### src/rtl/wb_pwm_slave_pkg.sv
// Shared definitions for the Wishbone PWM slave: register offsets, bit
// positions, ack FSM states and the byte-lane merge helper.
package wb_pwm_slave_pkg;

  localparam int DATA_W = 32;
  localparam int SEL_W  = DATA_W / 8;

  // Register offsets within the slave's 256-byte window
  localparam logic [7:0] ADR_CTRL   = 8'h00;
  localparam logic [7:0] ADR_PERIOD = 8'h04;
  localparam logic [7:0] ADR_DUTY   = 8'h08;
  localparam logic [7:0] ADR_COUNT  = 8'h0C;
  localparam logic [7:0] ADR_STATUS = 8'h10;

  // Bit positions inside CTRL and STATUS
  localparam int CTRL_EN_BIT     = 0;
  localparam int CTRL_IRQ_EN_BIT = 1;
  localparam int STATUS_WRAP_BIT = 0;

  typedef enum logic {
    ST_IDLE = 1'b0,
    ST_ACK  = 1'b1
  } ack_state_e;

  typedef enum logic [2:0] {
    REG_CTRL,
    REG_PERIOD,
    REG_DUTY,
    REG_COUNT,
    REG_STATUS,
    REG_NONE
  } reg_sel_e;

  // Word decode; the two low address bits are ignored
  function automatic reg_sel_e decode_adr(input logic [7:0] adr);
    reg_sel_e r;
    case (adr[7:2])
      ADR_CTRL[7:2]:   r = REG_CTRL;
      ADR_PERIOD[7:2]: r = REG_PERIOD;
      ADR_DUTY[7:2]:   r = REG_DUTY;
      ADR_COUNT[7:2]:  r = REG_COUNT;
      ADR_STATUS[7:2]: r = REG_STATUS;
      default:         r = REG_NONE;
    endcase
    return r;
  endfunction

  // Replace the byte lanes of old_v selected by sel with those of new_v
  function automatic logic [DATA_W-1:0] apply_sel(input logic [DATA_W-1:0] old_v,
                                                  input logic [DATA_W-1:0] new_v,
                                                  input logic [SEL_W-1:0]  sel);
    logic [DATA_W-1:0] r;
    r = old_v;
    for (int b = 0; b < SEL_W; b++) begin
      if (sel[b]) r[8*b +: 8] = new_v[8*b +: 8];
    end
    return r;
  endfunction

endpackage

### src/rtl/wb_pwm_slave_pwm_sayac.sv
// PWM core: free-running counter, active PERIOD/DUTY with shadow load,
// wrap pulse and the registered PWM output.
module pwm_sayac
  import wb_pwm_slave_pkg::*;
#(
  parameter logic [DATA_W-1:0] RESET_PERIOD = '0
) (
  input  logic              clk_i,
  input  logic              rst_ni,
  input  logic              en_i,
  input  logic [DATA_W-1:0] period_sh_i,  // shadow value as it will be after this edge
  input  logic [DATA_W-1:0] duty_sh_i,    // shadow value as it will be after this edge
  input  logic              cnt_wr_i,
  input  logic [DATA_W-1:0] cnt_wdata_i,
  output logic [DATA_W-1:0] count_o,
  output logic              wrap_o,
  output logic              pwm_o
);

  logic [DATA_W-1:0] count_q;
  logic [DATA_W-1:0] period_q;
  logic [DATA_W-1:0] duty_q;
  logic              pwm_q;
  logic              run;
  logic              at_end;
  logic              load_act;

  // Run/wrap decode; the >= compare also recovers a count loaded past the period
  always_comb begin
    run      = en_i & (period_q != '0);
    at_end   = (count_q >= period_q - DATA_W'(1));
    wrap_o   = run & at_end;
    // A stopped or zero-period channel has no period in progress, so the
    // shadows follow straight through; otherwise they land only on a wrap.
    load_act = ~run | wrap_o;
  end

  // Counter: zero period pins it at 0, a bus load beats a wrap
  always_ff @(posedge clk_i or negedge rst_ni) begin
    if (!rst_ni)                count_q <= '0;
    else if (period_q == '0)    count_q <= '0;
    else if (cnt_wr_i)          count_q <= cnt_wdata_i;
    else if (wrap_o)            count_q <= '0;
    else if (run)               count_q <= count_q + DATA_W'(1);
  end

  // Active PERIOD/DUTY double buffer
  always_ff @(posedge clk_i or negedge rst_ni) begin
    if (!rst_ni) begin
      period_q <= RESET_PERIOD;
      duty_q   <= '0;
    end else if (load_act) begin
      period_q <= period_sh_i;
      duty_q   <= duty_sh_i;
    end
  end

  // Registered PWM output
  always_ff @(posedge clk_i or negedge rst_ni) begin
    if (!rst_ni) pwm_q <= 1'b0;
    else         pwm_q <= run & (count_q < duty_q);
  end

  assign count_o = count_q;
  assign pwm_o   = pwm_q;

endmodule

### src/rtl/wb_pwm_slave.sv
// Wishbone responder for the single-channel PWM: ack FSM, register file with
// byte-masked writes, registered read mux and the wrap interrupt.
module wb_pwm_slave
  import wb_pwm_slave_pkg::*;
#(
  parameter logic [DATA_W-1:0] RESET_PERIOD = '0
) (
  input  logic              clk_i,
  input  logic              rst_ni,
  input  logic              cyc_i,
  input  logic              stb_i,
  input  logic              we_i,
  input  logic [7:0]        adr_i,
  input  logic [DATA_W-1:0] dat_i,
  input  logic [SEL_W-1:0]  sel_i,
  output logic              ack_o,
  output logic [DATA_W-1:0] dat_o,
  output logic              pwm_o,
  output logic              irq_o
);

  ack_state_e        state_q, state_d;
  reg_sel_e          rsel;
  logic              commit;
  logic              wr;
  logic [1:0]        ctrl_q, ctrl_d;
  logic [DATA_W-1:0] period_q, period_d;
  logic [DATA_W-1:0] duty_q, duty_d;
  logic              wrap_q;
  logic              w1c;
  logic              irq_q;
  logic [DATA_W-1:0] rdata;
  logic [DATA_W-1:0] rdata_q;
  logic [DATA_W-1:0] count;
  logic              wrap_pulse;
  logic              cnt_wr;
  logic [DATA_W-1:0] cnt_wdata;

  assign rsel   = decode_adr(adr_i);
  assign commit = (state_q == ST_IDLE) & cyc_i & stb_i;
  assign wr     = commit & we_i;

  // Ack FSM state register
  always_ff @(posedge clk_i or negedge rst_ni) begin
    if (!rst_ni) state_q <= ST_IDLE;
    else         state_q <= state_d;
  end

  // Ack FSM next state; ACK always falls back to IDLE so a held strobe is not re-acked
  always_comb begin
    state_d = state_q;
    ack_o   = 1'b0;
    case (state_q)
      ST_IDLE: if (cyc_i & stb_i) state_d = ST_ACK;
      ST_ACK: begin
        ack_o   = 1'b1;
        state_d = ST_IDLE;
      end
      default: state_d = ST_IDLE;
    endcase
  end

  // Write decode and byte merge; shadow next values also feed the PWM core
  always_comb begin
    ctrl_d    = ctrl_q;
    period_d  = period_q;
    duty_d    = duty_q;
    cnt_wr    = 1'b0;
    cnt_wdata = apply_sel(count, dat_i, sel_i);
    w1c       = 1'b0;
    if (wr) begin
      case (rsel)
        REG_CTRL:   if (sel_i[0]) ctrl_d = dat_i[1:0];
        REG_PERIOD: period_d = apply_sel(period_q, dat_i, sel_i);
        REG_DUTY:   duty_d   = apply_sel(duty_q, dat_i, sel_i);
        REG_COUNT:  cnt_wr   = 1'b1;
        REG_STATUS: w1c      = sel_i[0] & dat_i[STATUS_WRAP_BIT];
        default:    ;
      endcase
    end
  end

  // Read mux over the pre-commit register state
  always_comb begin
    rdata = '0;
    case (rsel)
      REG_CTRL:   rdata = {{(DATA_W-2){1'b0}}, ctrl_q};
      REG_PERIOD: rdata = period_q;
      REG_DUTY:   rdata = duty_q;
      REG_COUNT:  rdata = count;
      REG_STATUS: rdata = {{(DATA_W-1){1'b0}}, wrap_q};
      default:    rdata = '0;
    endcase
  end

  // Register file commit
  always_ff @(posedge clk_i or negedge rst_ni) begin
    if (!rst_ni) begin
      ctrl_q   <= '0;
      period_q <= RESET_PERIOD;
      duty_q   <= '0;
    end else begin
      ctrl_q   <= ctrl_d;
      period_q <= period_d;
      duty_q   <= duty_d;
    end
  end

  // WRAP flag: a wrap on the same edge as the clear keeps it set
  always_ff @(posedge clk_i or negedge rst_ni) begin
    if (!rst_ni) wrap_q <= 1'b0;
    else         wrap_q <= wrap_pulse | (wrap_q & ~w1c);
  end

  // Read data register, non-zero only during the ack cycle of a read
  always_ff @(posedge clk_i or negedge rst_ni) begin
    if (!rst_ni)               rdata_q <= '0;
    else if (commit & ~we_i)   rdata_q <= rdata;
    else                       rdata_q <= '0;
  end

  // Registered level interrupt
  always_ff @(posedge clk_i or negedge rst_ni) begin
    if (!rst_ni) irq_q <= 1'b0;
    else         irq_q <= wrap_q & ctrl_q[CTRL_IRQ_EN_BIT];
  end

  assign dat_o = rdata_q;
  assign irq_o = irq_q;

  pwm_sayac #(
    .RESET_PERIOD (RESET_PERIOD)
  ) u_pwm_sayac (
    .clk_i       (clk_i),
    .rst_ni      (rst_ni),
    .en_i        (ctrl_q[CTRL_EN_BIT]),
    .period_sh_i (period_d),
    .duty_sh_i   (duty_d),
    .cnt_wr_i    (cnt_wr),
    .cnt_wdata_i (cnt_wdata),
    .count_o     (count),
    .wrap_o      (wrap_pulse),
    .pwm_o       (pwm_o)
  );

endmodule
### config.mk
export PLATFORM = sky130hd
export DESIGN_NAME = wb_pwm_slave
export DESIGN_NICKNAME = d
export VERILOG_FILES = /design/src/rtl/wb_pwm_slave_pkg.sv /design/src/rtl/wb_pwm_slave_pwm_sayac.sv /design/src/rtl/wb_pwm_slave.sv
export SDC_FILE = /design/constraint.sdc
export NUM_CORES = 1
export LEC_CHECK = 0
export ABC_AREA = 1
export CORE_AREA = 2 2 171 257
export CTS_CLUSTER_DIAMETER = 120
export DETAILED_ROUTE_END_ITERATION = 10
export DIE_AREA = 0 0 173 259
export GPL_TIMING_DRIVEN = 1
export SLEW_MARGIN = 20
export SYNTH_ARGS = -nofsm -noshare
export SYNTH_HDL_FRONTEND = slang
export SYNTH_SLANG_ARGS = --single-unit
### constraint.sdc
create_clock -name clk_i -period 6.4 [get_ports clk_i]
set_input_delay 1.28 -clock clk_i [delete_from_list [all_inputs] [get_ports clk_i]]
set_output_delay 1.28 -clock clk_i [all_outputs]
set_load 0.1 [all_outputs]
== Yosys cells after proc, flatten, opt, wreduce, memory -nomap -nowiden ==
Index checks and enable logic that the tools add are counted.

* Output and inout bits: 35
* Bits of input ports: 49
* Bits in registers: 198
* Word-level logic and storage cells: 87

* Multiplexer cells: 30
* Bitwise operators: 17
* Reduce and logical (&&, ||, !) cells: 10
* Order comparisons: 2
* Eq/ne operators: 12
* Add/subtract/negate cells: 2

{| class="wikitable"
|+ Operators with widths
! kind !! count
|-
| 32-bit 2-to-1 mux || 9
|-
| 32-bit one-hot mux with 5 select lines || 1
|-
| 8-bit 2-to-1 mux || 12
|-
| 32-bit by 1-bit adder with 32-bit output, second input constant || 1
|-
| 32-bit greater-or-equal comparator || 1
|-
| 32-bit logical NOT || 1
|-
| 32-bit less-than comparator || 1
|-
| 32-bit nonzero test || 1
|-
| 32-bit by 1-bit subtractor with 32-bit output, second input constant || 1
|-
| 3-bit one-hot mux with 5 select lines || 1
|-
| 6-bit by 2-bit equality test with 1-bit output, second input constant || 2
|-
| 3-bit by 2-bit inequality test with 1-bit output, second input constant || 4
|-
| 1-bit bitwise AND || 11
|-
| 2-bit AND reduction || 4
|-
| 3-bit by 2-bit equality test with 1-bit output, second input constant || 2
|-
| 6-bit by 1-bit equality test with 1-bit output, second input constant || 1
|-
| 6-bit by 3-bit equality test with 1-bit output, second input constant || 1
|-
| 6-bit logical NOT || 1
|-
| 1-bit 2-to-1 mux || 6
|-
| 1-bit inverter || 4
|-
| 4-bit nonzero test || 1
|-
| 3-bit by 1-bit equality test with 1-bit output, second input constant || 1
|-
| 3-bit equality test, second input constant || 1
|-
| 3-bit logical NOT || 1
|-
| 3 further kinds || 4
|}

== Logic depth before layout (Yosys ltp) ==
Gate-level depths: netlist (run 1).

* Depth in word-level cells: 8
* Gate-level depth with buffers: 23
* Gate-level depth less buffers: 22

== By module ==
From an unflattened synthesis (run 1), not the netlist that was laid out.

* Cells, all modules: 1760
* Area total of the unflattened synthesis: 12438.2 sq um

{| class="wikitable"
|+ Modules (own cells, without submodules)
! module !! times used !! area an instance (sq um) !! cells each !! sequential area each (sq um)
|-
| pwm_sayac || 1 || 7447.1 || 1085 || 2427.3
|-
| wb_pwm_slave || 1 || 4991.0 || 675 || 2527.4
|}

== Worst setup path after synthesis (run 1) ==
OpenSTA, ideal clock, no wires.

* Path kind: reg2reg
* From: register u_pwm_sayac.period_q[0]
* To: register u_pwm_sayac.count_q[0], in the netlist u_pwm_sayac.count_o[0]
* Arrival time: 2767 ps
* Required time: 6283 ps
* Setup time: 117 ps
* Clock period less this slack: 2884 ps
* Setup slack: 3516 ps
* Stages on the path, launching flop included: 23
* Cells stage by stage: dfrtp_1 > inv_1 > nand3_1 > nor2_1 > nand2_1 > nor2_1 > nand2_1 > nor3_2 > nand3_1 > xor2_1 > ha_1 > nand2_1 > nor2_1 > nand4_1 > a21oi_1 > nor2_1 > nand2_1 > nand2_2 > buf_4 > nand2_1 > nand2_1 > nand2_1 > nand2_1

* Longest elaborated chain between the ends: 6
* Elaborated cells between the ends (all ways): 12
* Those cells by class: add/sub (1); order compare (1); eq/ne (1); mux (3); bitwise (2); reduce/logical (4)

{| class="wikitable"
|+ Ends and longest elaborated chain
! item !! RTL line !! source
|-
| start: declaration || wb_pwm_slave_pwm_sayac.sv:21 || <nowiki>logic [DATA_W-1:0] period_q;</nowiki>
|-
| start signal: assignment || wb_pwm_slave_pwm_sayac.sv:53 || <nowiki>period_q <= period_sh_i;</nowiki>
|-
| 32-bit by 1-bit subtractor with 32-bit output / 32-bit nonzero test (equally long branches) || wb_pwm_slave_pwm_sayac.sv:31, wb_pwm_slave_pwm_sayac.sv:30 ||
|-
| 32-bit greater-or-equal comparator / 1-bit bitwise AND (equally long branches) || wb_pwm_slave_pwm_sayac.sv:31, wb_pwm_slave_pwm_sayac.sv:30 ||
|-
| 1-bit bitwise AND || wb_pwm_slave_pwm_sayac.sv:32 || <nowiki>wrap_o = run & at_end;</nowiki>
|-
| 32-bit 2-to-1 mux || wb_pwm_slave_pwm_sayac.sv:43 || <nowiki>else if (wrap_o) count_q <= '0;</nowiki>
|-
| 32-bit 2-to-1 mux || wb_pwm_slave_pwm_sayac.sv:42 || <nowiki>else if (cnt_wr_i) count_q <= cnt_wdata_i;</nowiki>
|-
| 32-bit 2-to-1 mux || wb_pwm_slave_pwm_sayac.sv:41 || <nowiki>else if (period_q == '0) count_q <= '0;</nowiki>
|-
| end signal: assignment || wb_pwm_slave_pwm_sayac.sv:42 ||
|-
| end signal: assignment || wb_pwm_slave_pwm_sayac.sv:44 || <nowiki>else if (run) count_q <= count_q + DATA_W'(1);</nowiki>
|-
| end: declaration || wb_pwm_slave_pwm_sayac.sv:20 || <nowiki>logic [DATA_W-1:0] count_q;</nowiki>
|}

Parallel ways exist; a longest one is shown, timed or not.
A chain may end at the register's enable or synchronous reset.

== Worst setup path in the final report (run 1) ==
* From: register u_pwm_sayac.period_q[0]
* To: register u_pwm_sayac.duty_q[8]

* Longest elaborated chain between the ends: 4
* Elaborated cells between the ends (all ways): 7
* Those cells by class: add/sub (1); order compare (1); bitwise (4); reduce/logical (1)

{| class="wikitable"
|+ Ends and longest elaborated chain
! item !! RTL line !! source
|-
| 32-bit by 1-bit subtractor with 32-bit output / 32-bit nonzero test (equally long branches) || wb_pwm_slave_pwm_sayac.sv:31, wb_pwm_slave_pwm_sayac.sv:30 ||
|-
| 32-bit greater-or-equal comparator / 1-bit bitwise AND (equally long branches) || wb_pwm_slave_pwm_sayac.sv:31, wb_pwm_slave_pwm_sayac.sv:30 ||
|-
| 1-bit bitwise AND / 1-bit inverter (equally long branches) || wb_pwm_slave_pwm_sayac.sv:32, wb_pwm_slave_pwm_sayac.sv:35 ||
|-
| 1-bit OR * || wb_pwm_slave_pwm_sayac.sv:35 || <nowiki>load_act = ~run | wrap_o;</nowiki>
|-
| end signal: assignment || wb_pwm_slave_pwm_sayac.sv:54 || <nowiki>duty_q <= duty_sh_i;</nowiki>
|-
| end: declaration || wb_pwm_slave_pwm_sayac.sv:22 || <nowiki>logic [DATA_W-1:0] duty_q;</nowiki>
|}

Mark *: on every way between the ends. The rest lies on a longest branch, timed or not.

==> results.md, run 1 <==
- Fin crit period: around 4.2 ns
- Residual overflow from global routing: 0
- Status: finished clean
- Hold Path Stages: 1
- Req. time, crit path: between 6 and 7 ns
- Width of the die: 173 um
- Sum Neg Setup Slack: 0 ns
- I/O pins: between 80 and 90
- Min-delay worst type: reg2reg
- Ys Warns: 0
- Crit path max fanout: 64
- WL/cell: ~16 um
- Longest Clk Path Bufs: 2
- Via Count: between 10000 and 15000
- Share of cells above drive strength 1: 8.09%
- Core Box Area: 42600 um^2
- CP endpoint kind: flip-flop
- Cell count after synthesis: 1504
- Clk_lat worst skew: ~0.45 ns
- CTS tree: built
- Post-Syn Area: about 12000 um^2
- Fmax achieved: 0.238 GHz
- Worst Tran Pin Value: 1.08 ns
- Total Wirelength: between 30000 and 40000 um
- R2R cell count: 18
- Worst path cell trace: inv_1 -> nand3_1 -> nor2_1 -> nand2_1 -> nor2_1 -> nand2_1 -> nor3_2 -> nand3_1 -> xor2_1 -> ha_1 -> nand2_1 -> nor2_1 -> nand4_1 -> a21oi_1 -> nor2_1 -> nand3_4 -> buf_4 -> o21ai_0
- Pins Over Slew Limit: 0
- Reg-to-reg endpoint: u_pwm_sayac.duty_q[8]$_DFFE_PN0P_
- Multiplexer area fraction after synthesis: less than 1%
- Port bufs: between 80 and 90
- Worst setup path class: reg2reg
- Clk slew on worst S/H paths: approximately 0.080 ns
- Initial antenna violation count: 0
- Worst path most repeated cell: nor2_1
- CTS sink cnt: 198
- Vias in the first global route: around 11000
- Layout Skew: ~0.015 ns
- Synth Area in Compound Gates: between 10% and 20%
- Critical R2R Launch: u_pwm_sayac.period_q[0]$_DFFE_PN0P_
- Ys flop type: dfrtp_1
- DRT Pass-1 Iters: 6
- Crit path DAT: 4.49 ns
- RSZ-0062 raised after global routing: no
- Mapped Nets: ~1600
- Residual DRC: 0
- Area growth syn-to-layout: 16.7%
- First-pass GRT wire length: approximately 57000 um
- Leakage power: ~7.1 nW
- Peak VDD IR: about 0.14 mV
- Async S/R FF share, synth: 100%
- Global Route Usage Sum: between 10% and 20%
- H-tree depth: 4
- Post-Synth Adder-Cell Area: 6.97%
- Final Hold Violating Endpoints: 0
- Fin nets: about 1700
- Total power: 2.75 mW
- Die Footprint: 44800 um^2
- Number of synthesized flops with an enable pin: 0
- Netlist cell types: 47
- Pwr dens: around 200 nW/um^2
- Initial drt markers: between 800 and 900
- Avg Cell Area, Syn: a little under 8 um^2
- Crit-path slowest cell: buf_4
- Max-cap violations: 0
- Worst hold start: state_q$_DFF_PN0_
- Post-CTS setup buffers: 0
- Vias/cell: between 4 and 5
- Synth Area in Simple Gates: 25.8%
- Die height: approximately 260 um
- Resized Gates After CTS: 0
- Ant diodes: 0
- Clk root buf: clkbuf_16
- FF-to-FF setup slack: approximately 2.2 ns
- Pin count of the biggest net entering global routing: 81
- Crit-path max cell delay: 0.65 ns
- Final setup viols: 0
- CTS buffer count: 17
- Slew headroom: 27.7%
- Synth Register Bits: slightly below 200
- Post-route ant nets: 0
- Hold path endpoint: state_q$_DFF_PN0_
- Cts hold-fix bufs: 0
- XOR/XNOR Fraction of Synth Area: ~4%
- Post-detail-place hpwl: approximately 26000 um
- Critical path launch point type: flip-flop
- Placer Congestion: a little over 0.9
- Main combinational cell family by area after synthesis: simple AND/OR/NAND/NOR gates
- Starting Density: roughly 28%
- Register area share after synthesis: about two fifths
- Rows: 93
- Final worst-path cycle share: roughly two thirds
## placed cells by master, fill, tap and decap left out, drive strengths merged, types with 22 or more instances in the layout
cell type      count
o21ai            106
clkdlybuf4s50     80
inv              222
o22ai             68
ha                66
clkbuf            22
nand2            461
nand3             29
nor3              28
nor2             143
xor2              40
dfrtp            198
a21oi             36
## layer usage
metal  part of all wire, %  global-route usage (%)  routed length [um]  vias up
met5                     0                       0                   0        -
met2                    49                    28.1               17200      290
li1                      -                       -                   -     4951
met4                   3.7                    7.27                1310        0
met3                   4.8                    2.17                1700       73
met1                    43                    20.0               15200     4887
## synth_stat cells (10+ instances only)
master      n  share of area, %
nand2_1   452                14
buf_4      14              0.89
a21oi_1    36               1.5
o221ai_1   14               1.0
xor2_1     40               3.0
nor2_4     20               1.9
dfrtp_1   198                42
ha_1       66               7.0
xnor2_1    13              0.96
nor3_1     20              0.85
inv_2      10              0.32
o21ai_0    64               2.7
nand3_1    27               1.1
nor2_2     10              0.53
o21ai_2    21               1.6
inv_1     211               6.7
nand4_1    12              0.63
buf_2      15              0.63
o22ai_1    68               3.6
nor2_1    112               3.5
o21ai_1    21              0.89
## area by class of cell
class                   count  area (um^2)
fillers                  4531        28800
repair buffers             90          895
flip-flops and latches    198         4950
inverters                 222          835
clock buffers              21          450
multi-input cells        1041         5800
clock inverters            11          174
well taps                 570          713
## critical path, delay by kind of cell (launching register included)
family	cells	cell delay, ns
adders and majority gates	1	0.30
AOI/OAI and AO/OA	2	0.33
and+or+nand+nor	12	2.07
DFF	1	0.36
xor gates and xnor gates	1	0.16
buffers and inverters	2	0.79
## flip-flops by register name (all words and copies together) (netlist names)
register	cells
dat_o	32
duty_q	32
period_q	32
u_pwm_sayac.count_o	32
u_pwm_sayac.duty_q	32
u_pwm_sayac.period_q	32
ctrl_q	2
irq_o	1
state_q	1
u_pwm_sayac.pwm_o	1
wrap_q	1
## cell families after synthesis
family / count (synthesis)
adder cells (fa/ha/maj): 66
flip-flops: 198
AND/OR/NAND/NOR: 685
multiplexers: 1
XOR/XNOR: 53
AO/OA/AOI/OAI: 236
buffers and inverters: 265
## how the worst max path moves through the flow
stage	start	cells past startpoint	to	slack, ns
2_1_floorplan	u_pwm_sayac.period_q[0]$_DFFE_PN0P_	22	u_pwm_sayac.count_o[0]$_DFFE_PN0P_	3.52
4_1_cts	u_pwm_sayac.period_q[0]$_DFFE_PN0P_	17	u_pwm_sayac.duty_q[8]$_DFFE_PN0P_	2.21
3_3_place_gp	u_pwm_sayac.period_q[0]$_DFFE_PN0P_	18	u_pwm_sayac.period_q[21]$_DFFE_PN0P_	2.27
5_1_grt	u_pwm_sayac.period_q[0]$_DFFE_PN0P_	19	u_pwm_sayac.period_q[13]$_DFFE_PN0P_	1.77
6_report	u_pwm_sayac.period_q[0]$_DFFE_PN0P_	18	u_pwm_sayac.duty_q[8]$_DFFE_PN0P_	2.20
3_5_place_dp	u_pwm_sayac.period_q[0]$_DFFE_PN0P_	17	u_pwm_sayac.duty_q[8]$_DFFE_PN0P_	2.23
## power by group
group	internal, mW	leakage, nW	switching [mW]	total, mW
clock network	0.667	0.294	0.500	1.17
registers	1.29	2.22	0.0300	1.32
logic	0.0905	4.62	0.171	0.261
## stage by stage
stage | util [%] | area, um^2 | hold slack, ns | setup WS, ns | cells
finish | 32.4 | 13800 | 0.498 | 2.20 | 2153
global route | 32.4 | 13800 | 0.521 | 1.77 | 2153
CTS | 32.4 | 13800 | 0.500 | 2.21 | 2153
detailed placement | 31.0 | 13200 | 0.482 | 2.23 | 2121
global placement | 31.0 | 13200 | 0.485 | 2.27 | 2121
floorplan | - | 11800 | 0.449 | 3.52 | 1504
Note: power is estimated with default switching activity, not from simulation.
==> inputs of run 2 (changes only) <==
==> constraint.sdc (replaced) <==
create_clock -name clk_i -period 4 [get_ports clk_i]
set_input_delay 0.8 -clock clk_i [delete_from_list [all_inputs] [get_ports clk_i]]
set_output_delay 0.8 -clock clk_i [all_outputs]
set_load 0.1 [all_outputs]
==> results.md, run 2 (synthesis results as in run 1) <==
- Layout Skew: 0.0164 ns (was 0.0147 ns)
- Cts hold-fix bufs: 0 (unchanged)
- CP endpoint kind: flip-flop (unchanged)
- Ant diodes: 0 (unchanged)
- Worst Tran Pin Value: 1.01 ns (was 1.08 ns)
- Crit path DAT: 4.10 ns (was 4.49 ns)
- Max-cap violations: 0 (unchanged)
- Fmax achieved: 0.268 GHz (was 0.238 GHz)
- Clk slew on worst S/H paths: 0.08 ns (about the same)
- Starting Density: 27.8% (unchanged)
- Sum Neg Setup Slack: 0 ns (unchanged)
- Crit path max fanout: 19 (was 64)
- Share of cells above drive strength 1: 9.43% (was 8.09%)
- RSZ-0062 raised after global routing: no (unchanged)
- Critical R2R Launch: u_pwm_sayac.period_q[6]$_DFFE_PN0P_ (was u_pwm_sayac.period_q[0]$_DFFE_PN0P_)
- Worst Slack Setup Final: 0.275 ns (was 2.20 ns)
- Residual overflow from global routing: 0 (unchanged)
- Port bufs: 81 (unchanged)
- Pins Over Slew Limit: 0 (unchanged)
- Final setup viols: 0 (unchanged)
- Initial drt markers: 681 (was 815)
- CTS tree: built (unchanged)
- WL/cell: 16.7 um (was 16.5 um)
- Die Footprint: 44800 um^2 (unchanged)
- CTS buffer count: 17 (unchanged)
- Vias/cell: 4.69 (was 4.74)
- R2R cell count: 19 (was 18)
- I/O pins: 84 (unchanged)
- Hold_ws: 0.402 ns (was 0.498 ns)
- Commonest non-fill, non-tap cell in the layout: nand2_1 (unchanged)
- Die height: 259 um (unchanged)
- Most frequent cells in the layout: nand2_1, inv_1, dfrtp_1 (unchanged)
- Placement Setup Slack: 0.209 ns (was 2.23 ns)
- Residual DRC: 0 (unchanged)
- Fin nets: 1704 (was 1685)
- Width of the die: 173 um (unchanged)
- Via Count: 10183 (was 10201)
- Clk_lat worst skew: 0.46 ns (was 0.45 ns)
- DRT Pass-1 Iters: 5 (was 6)
- H-tree depth: 4 (unchanged)
- Pwr dens: 311 nW/um^2 (was 199 nW/um^2)
- Rows: 93 (unchanged)
- Pin count of the biggest net entering global routing: 91 (was 81)
- Total Wirelength: 36200 um (was 35400 um)
- Min-delay worst type: in2async (was reg2reg)
- First-pass GRT wire length: 58200 um (was 57100 um)
- Core Box Area: 42600 um^2 (unchanged)
- Worst setup path class: reg2reg (unchanged)
- Slew headroom: 32.8% (was 27.7%)
- Final Core Density: 32.9% (was 32.4%)
- Vias in the first global route: 10521 (was 10557)
- Longest Clk Path Bufs: 2 (unchanged)
- Final Hold Violating Endpoints: 0 (unchanged)
- CTS sink cnt: 198 (unchanged)
- Reg-to-reg endpoint: u_pwm_sayac.duty_q[16]$_DFFE_PN0P_ (was u_pwm_sayac.duty_q[8]$_DFFE_PN0P_)
- Peak VDD IR: 0.204 mV (was 0.144 mV)
- Fin crit period: 3.73 ns (was 4.20 ns)
- Initial antenna violation count: 0 (unchanged)
- Req. time, crit path: 4.37 ns (was 6.70 ns)
- Total power: 4.36 mW (was 2.75 mW)
- Clk root buf: clkbuf_16 (unchanged)
- Leakage power: 7.24 nW (was 7.13 nW)
- Global Route Usage Sum: 16.5% (was 16.2%)
- Post-detail-place hpwl: 27300 um (was 26000 um)
- Post-route ant nets: 0 (unchanged)
- Final worst-path cycle share: 93.1% (was 65.6%)
- FF-to-FF setup slack: 0.27 ns (was 2.20 ns)
- Critical path launch point type: flip-flop (unchanged)
- Status: finished clean (unchanged)
- Area growth syn-to-layout: 18.2% (was 16.7%)
- Placer Congestion: 0.916 (was 0.929)
## run 2: changes by cell type in the layout (fill, tap and decap cells not counted), sizes merged
cell | before | now
buf | 9 | 28
inv | 222 | 228
clkbuf | 22 | 19
bufinv | 4 | 2
clkinv | 4 | 3
## run 2: per-stage QoR
| stage | cells | instance area [um^2] |
|---|---|---|
| after floorplan | 1504 | 11800 |
| after global placement | 2140 | 13400 |
| after detailed placement | 2140 | 13400 |
| after CTS | 2172 | 14000 |
| after global routing | 2172 | 14000 |
| final | 2172 | 14000 |
## run 2: worst max-delay path by stage
stage / end / from / cells past startpoint / slack [ns]
2_1_floorplan: u_pwm_sayac.count_o[0]$_DFFE_PN0P_ / u_pwm_sayac.period_q[0]$_DFFE_PN0P_ / 22 / 1.12
3_3_place_gp: u_pwm_sayac.period_q[9]$_DFFE_PN0P_ / u_pwm_sayac.period_q[6]$_DFFE_PN0P_ / 18 / 0.25
3_5_place_dp: u_pwm_sayac.period_q[10]$_DFFE_PN0P_ / u_pwm_sayac.period_q[6]$_DFFE_PN0P_ / 18 / 0.21
4_1_cts: u_pwm_sayac.duty_q[16]$_DFFE_PN0P_ / u_pwm_sayac.period_q[6]$_DFFE_PN0P_ / 18 / 0.14
5_1_grt: u_pwm_sayac.period_q[30]$_DFFE_PN0P_ / u_pwm_sayac.period_q[0]$_DFFE_PN0P_ / 19 / 0.01
6_report: u_pwm_sayac.duty_q[16]$_DFFE_PN0P_ / u_pwm_sayac.period_q[6]$_DFFE_PN0P_ / 19 / 0.27
## run 2: layout make-up
cell class                      count  area, um^2
Tap cell                          570         713
Sequential cell                   198        4950
Clock buffer                       18         429
Multi-Input combinational cell   1041        5800
Fill cell                        4527       28600
Clock inverter                     14         165
Inverter                          222         835
Timing Repair Buffer              109        1100
## run 2: critical path: stages (launching register included)
cell	delay (ns)
dfrtp_1	0.44
nor2_1	0.16
nand3_1	0.11
nor2_2	0.22
nand2_1	0.19
nor2_1	0.19
nand2_1	0.13
nor3_2	0.25
nand3_1	0.13
xor2_1	0.16
ha_1	0.29
nand2_1	0.07
nor2_1	0.18
nand4_1	0.16
a21oi_1	0.15
nor2_1	0.10
nand3_4	0.19
buf_4	0.30
nand2_1	0.11
o21ai_1	0.09
## run 2: report_power, final
group | internal [mW] | switching, mW | total [mW]
logic | 0.150 | 0.274 | 0.424
registers | 2.07 | 0.0467 | 2.12
clock network | 0.944 | 0.874 | 1.82
total | 3.16 | 1.20 | 4.36
## run 2: routing by layer
metal | part of all wire [%] | track usage (%) | routed length [um] | vias up
met5 | 0 | 0 | 0 | -
met4 | 3.6 | 6.92 | 1290 | 0
met3 | 4.4 | 2.43 | 1580 | 70
met2 | 50 | 29.4 | 18100 | 289
met1 | 42 | 19.7 | 15300 | 4835
li1 | - | - | - | 4989
## run 2: repair_timing
action | 4_1_cts | 5_1_grt
endpoints found under the setup margin | 0 | 29
hold endpoints to repair | 0 | 0
resized for setup | 0 | 2
setup buffers | 0 | 0
